**config.mk**
```make
export PLATFORM = sky130hd
export DESIGN_NAME = deserializer
export DESIGN_NICKNAME = d
export VERILOG_FILES = /design/src/rtl/deserializer.sv
export SDC_FILE = /design/constraint.sdc
export NUM_CORES = 1
export LEC_CHECK = 0
export ABC_AREA = 1
export BUFFER_PORTS_ARGS = -buffer_cell sky130_fd_sc_hd__buf_4
export CORE_MARGIN = 2
export CORE_UTILIZATION = 45
export CTS_CLUSTER_DIAMETER = 40
export CTS_CLUSTER_SIZE = 8
export DETAILED_ROUTE_END_ITERATION = 16
export PLACE_DENSITY = 0.72
export SKIP_LAST_GASP = 1
export SLEW_MARGIN = 20
export SYNTH_ARGS = -nofsm -noshare
export SYNTH_HDL_FRONTEND = slang
export SYNTH_SLANG_ARGS = --single-unit
```
**constraint.sdc**
```tcl
create_clock -name clk -period 11.1 [get_ports clk]
set_input_delay 0.555 -clock clk [delete_from_list [all_inputs] [get_ports clk]]
set_output_delay 0.555 -clock clk [all_outputs]
set_load 0.01 [all_outputs]
```
**src/rtl/deserializer.sv**
```systemverilog
`default_nettype none
// ============================================================================
//  Module   : deserializer
//  Purpose  : Collects N_SAMPLES consecutive BIT_WIDTH-bit words from a
//             val/rdy stream and presents them as one flat frame on a
//             val/rdy output. Word k of a frame is placed at
//             send_msg[BIT_WIDTH*k +: BIT_WIDTH].
//  Ports    :
//     clk       in   1                    rising-edge clock
//     reset     in   1                    synchronous, active-low reset
//     recv_msg  in   BIT_WIDTH            incoming serial word
//     recv_val  in   1                    recv_msg valid
//     recv_rdy  out  1                    word can be accepted this cycle
//     send_msg  out  BIT_WIDTH*N_SAMPLES  assembled frame
//     send_val  out  1                    frame valid
//     send_rdy  in   1                    downstream accepts the frame
//  Revision : 1.0 - initial release
// ============================================================================
module deserializer #(
   parameter int BIT_WIDTH = 32,
   parameter int N_SAMPLES = 8
) (
   input  logic                           clk,
   input  logic                           reset,
   input  logic [BIT_WIDTH-1:0]           recv_msg,
   input  logic                           recv_val,
   output logic                           recv_rdy,
   output logic [BIT_WIDTH*N_SAMPLES-1:0] send_msg,
   output logic                           send_val,
   input  logic                           send_rdy
);

   localparam int CNT_W = $clog2(N_SAMPLES);

   typedef enum logic [0:0] {
      COLLECT = 1'b0,
      HOLD    = 1'b1
   } state_t;

   state_t               state;
   state_t               state_next;
   logic [CNT_W-1:0]     cnt;
   logic [CNT_W-1:0]     cnt_next;
   logic                 recv_xfer;
   logic                 cnt_last;
   logic [BIT_WIDTH-1:0] slot [N_SAMPLES];

   assign cnt_last = (cnt == CNT_W'(N_SAMPLES - 1));

   // ------------------------------------------------------------------
   // State and index registers
   // ------------------------------------------------------------------
   always_ff @(posedge clk) begin
      if (!reset) begin
         state <= COLLECT;
         cnt   <= '0;
      end else begin
         state <= state_next;
         cnt   <= cnt_next;
      end
   end

   // ------------------------------------------------------------------
   // Next-state and output decode. Ready/valid depend only on state,
   // never on the partner's val, so no combinational loop can form.
   // ------------------------------------------------------------------
   always_comb begin
      state_next = state;
      cnt_next   = cnt;
      recv_rdy   = 1'b0;
      send_val   = 1'b0;
      recv_xfer  = 1'b0;
      case (state)
         COLLECT: begin
            recv_rdy  = 1'b1;
            recv_xfer = recv_val;
            if (recv_val) begin
               if (cnt_last) begin
                  cnt_next   = '0;
                  state_next = HOLD;
               end else begin
                  cnt_next = cnt + CNT_W'(1);
               end
            end
         end
         HOLD: begin
            send_val = 1'b1;
            if (send_rdy) begin
               state_next = COLLECT;
            end
         end
         default: begin
            state_next = COLLECT;
            cnt_next   = '0;
         end
      endcase
   end

   // ------------------------------------------------------------------
   // Frame storage: one register per slot, written only when the
   // current index selects it. Slots keep their previous-frame value
   // until overwritten; the output is taken straight from these
   // registers so there is no path from recv_msg to send_msg.
   // ------------------------------------------------------------------
   for (genvar k = 0; k < N_SAMPLES; k++) begin : g_slot
      always_ff @(posedge clk) begin
         if (!reset) begin
            slot[k] <= '0;
         end else if (recv_xfer && (cnt == CNT_W'(k))) begin
            slot[k] <= recv_msg;
         end
      end
      assign send_msg[BIT_WIDTH*k +: BIT_WIDTH] = slot[k];
   end

endmodule
`default_nettype wire

```
==> results.py <==
metrics = {
    "floorplan": {
        "dieArea_mm2": 0.0219,
        "num_io_pins": 294,
        "chipHeight_um": 148,
        "core_mm2": 0.0203,
        "num_rows": 52,
        "dieWidth_um": 148,
        "initial_core_util_pct": 45.9,
    },
    "pwr": {
        "vdd_drop_max_v": 0.000154,
        "power_density_mw_per_mm2": 190,
        "total_power_uw": 2480,
        "power_leakage_uw": 0.00571,
    },
    "clock_network": {
        "cts_buffers": 42,
        "hold_buffers": 0,
        "cts_max_path_buffers": 3,
        "clk_latency_ps": 500,
        "cts_tree": "yes",
        "cts.clk_slew.worst_paths_ps": 50,
        "htreeDepth": 2,
        "cts_root_buffer": "clkbuf_16",
        "post_cts_buffers": 0,
        "postCtsResizedCells": 0,
        "cts_num_sinks": 260,
    },
    "global_routing": {
        "antenna_found_initial": 0,
        "grt_pass1_wl_um": 38400,
        "grt_pass1_vias": 6430,
        "track_usage_pct": 23.6,
        "grt_overflow": 0,
        "grt_max_degree": 33,
    },
    "finish": {
        "syn_to_final_growth_pct": 40.0,
        "n_antenna_cell": 0,
        "design_area_mm2": 0.0131,
        "nets": 1000,
        "drive_above_1_share_pct": 37.7,
    },
    "synthesis": {
        "syn_nets": 684,
        "ys_ff_latch": 260,
        "synth.most_common_cell": "nor2_1",
        "synth_cells": 641,
        "synth-async-reset-ratio_pct": 0,
        "ys_types": 16,
        "synth_commonest_cells": "267 x nor2_1, 256 x edfxtp_1, 43 x inv_1",
        "synth-edff-count": 256,
        "yosysTopAreaCellShare_pct": 82.4,
        "syn_area_mm2": 0.00933,
        "avgSynthCellArea_um2": 14.5,
        "yosysTopAreaCell": "edfxtp_1",
        "yosys_warnings": 0,
        "seq_area_frac_synth_pct": 83.3,
        "synthTopCellsByArea": "edfxtp_1 82%, nor2_1 11%, inv_1 1.7%",
        "ys_dominant_reg_cell": "edfxtp_1",
    },
    "drt": {
        "vias": 6185,
        "drt_iter0_drc": 339,
        "wl_per_cell_um": 20.9,
        "viasPerCell": 4.97,
        "postRouteAntennaNets": 0,
        "drc": 0,
        "routed_wl_um": 25900,
        "drt-pass1-iter-count": 5,
    },
    "timing": {
        "setup_viol": 0,
        "slew_headroom_pct": 32.4,
        "finalSetupTns_ps": 0,
        "layout_setup_ws_ps": 9030,
        "tightest_slew_ps": 1010,
        "slew_viol_final": 0,
        "hold_violations": 0,
        "min_period_ps": 2070,
        "skew_ps": 11.9,
        "fmax_mhz": 483,
        "fin_crit_sh_pct": 18.6,
        "rsz0062_at_grt": "no",
    },
    "hold_path": {
        "hold_path.class": "input port to flop",
        "min_from": "send_rdy",
        "hold_path_end": "state$_SDFF_PN0_",
        "holdPathStages": 4,
    },
    "place": {
        "io_buffers": 293,
        "place.gp.congestion": 0.751,
        "hpwl_um": 16600,
        "dpl_cell_area_mm2": 0.0119,
        "dpl_worst_slack_ps": 8790,
    },
    "critical_path": {
        "r2r-end": "slot[1][19]$_SDFFCE_PN0P_",
        "cp-start-kind": "flop",
        "worstSetupPathType": "flop to flop",
        "reg2reg_depth": 7,
        "path_cells": "inv_1 -> ha_1 -> nand2_1 -> nor2_1 -> nand2_1 -> buf_4 -> nor2_1",
        "critPathTopFamily": "simple AND/OR/NAND/NOR gates",
        "crit_buf_inv": 2,
        "worstSetupStartpoint": "cnt[0]$_SDFFE_PN0N_",
        "path_max_fanout": 21,
        "r2r-start": "cnt[0]$_SDFFE_PN0N_",
        "crit_slowest_cell": "buf_4",
        "end_kind": "flop",
        "cp_slowest_stage_delay_ps": 400,
        "arrival_ps": 2310,
        "regToRegSetupSlack_ps": 9030,
        "required_ps": 11340,
        "crit_cells": 7,
    },
    "outcome": {
        "status": "finished clean",
    },
    "job": {
        "drv_cap": 0,
    },
}
[metal layers]
metal / vias up / wire length (um) / track usage (%)
met3: 39 / 2250 / 6.60
li1: 2784 / - / -
met4: 0 / 506 / 6.76
met2: 301 / 13400 / 41.1
met1: 3061 / 9770 / 29.0
met5: - / 0 / 0
[worst reg2reg max path: stages (launching register included)]
cell and delay (ps):
dfxtp_1 380, inv_1 100, ha_1 230, nand2_1 130, nor2_1 70, nand2_1 390, buf_4 400, nor2_1 110
[cell families (layout without fill, tap and decap cells)]
| family | Yosys count | after routing | share of synthesized area, % |
|---|---|---|---|
| AOI/OAI and AO/OA | 6 | 6 | 0.349 |
| DFF | 260 | 260 | 83.3 |
| and+or+nand+nor | 297 | 297 | 12.3 |
| adders and majority gates | 7 | 7 | 0.939 |
| buffers and inverters | 71 | 404 | 3.17 |
[power breakdown]
group / total (uW) / switching (uW) / internal, uW
combinational: 190 / 115 / 75.1
clock: 1130 / 407 / 723
sequential: 1160 / 19.5 / 1140
[flip-flops by register name, summed over array words and instances (netlist names)]
register	flops
state	1
slot	256
cnt	3
[cells in the final DEF, fill, tap and decap left out, drive strengths merged, types with 6 or more instances in the layout]
master / netlist / final
clkbuf: 7 / 52
inv: 43 / 44
buf: 21 / 300
nand2: 23 / 23
edfxtp: 256 / 256
nand3: 6 / 6
clkinv: 0 / 7
nor2: 268 / 268
ha: 7 / 7
[worst max-delay path by stage]
stage,end
4_1_cts,slot[1][19]$_SDFFCE_PN0P_
6_report,slot[1][19]$_SDFFCE_PN0P_
2_1_floorplan,slot[1][100]$_SDFFCE_PN0P_
5_1_grt,slot[0][124]$_SDFFCE_PN0P_
3_3_place_gp,slot[0][104]$_SDFFCE_PN0P_
3_5_place_dp,slot[1][112]$_SDFFCE_PN0P_
[final cells by class]
class | instances | area (um2)
Clock buffer | 52 | 1120
Sequential cell | 260 | 7770
Multi-Input combinational cell | 310 | 1330
Clock inverter | 9 | 80.1
Tap cell | 270 | 338
Timing Repair Buffer | 300 | 2250
Inverter | 43 | 161
Fill cell | 1554 | 7250
[stage by stage]
step	cells	utilization, %	hold slack, ps
after floorplan	641	-	498
after global placement	1183	58.4	519
after CTS	1244	64.3	301
after global routing	1244	64.3	351
after detailed placement	1183	58.4	537
final	1244	64.3	315
No activity file was read; power rests on OpenSTA's default activity.
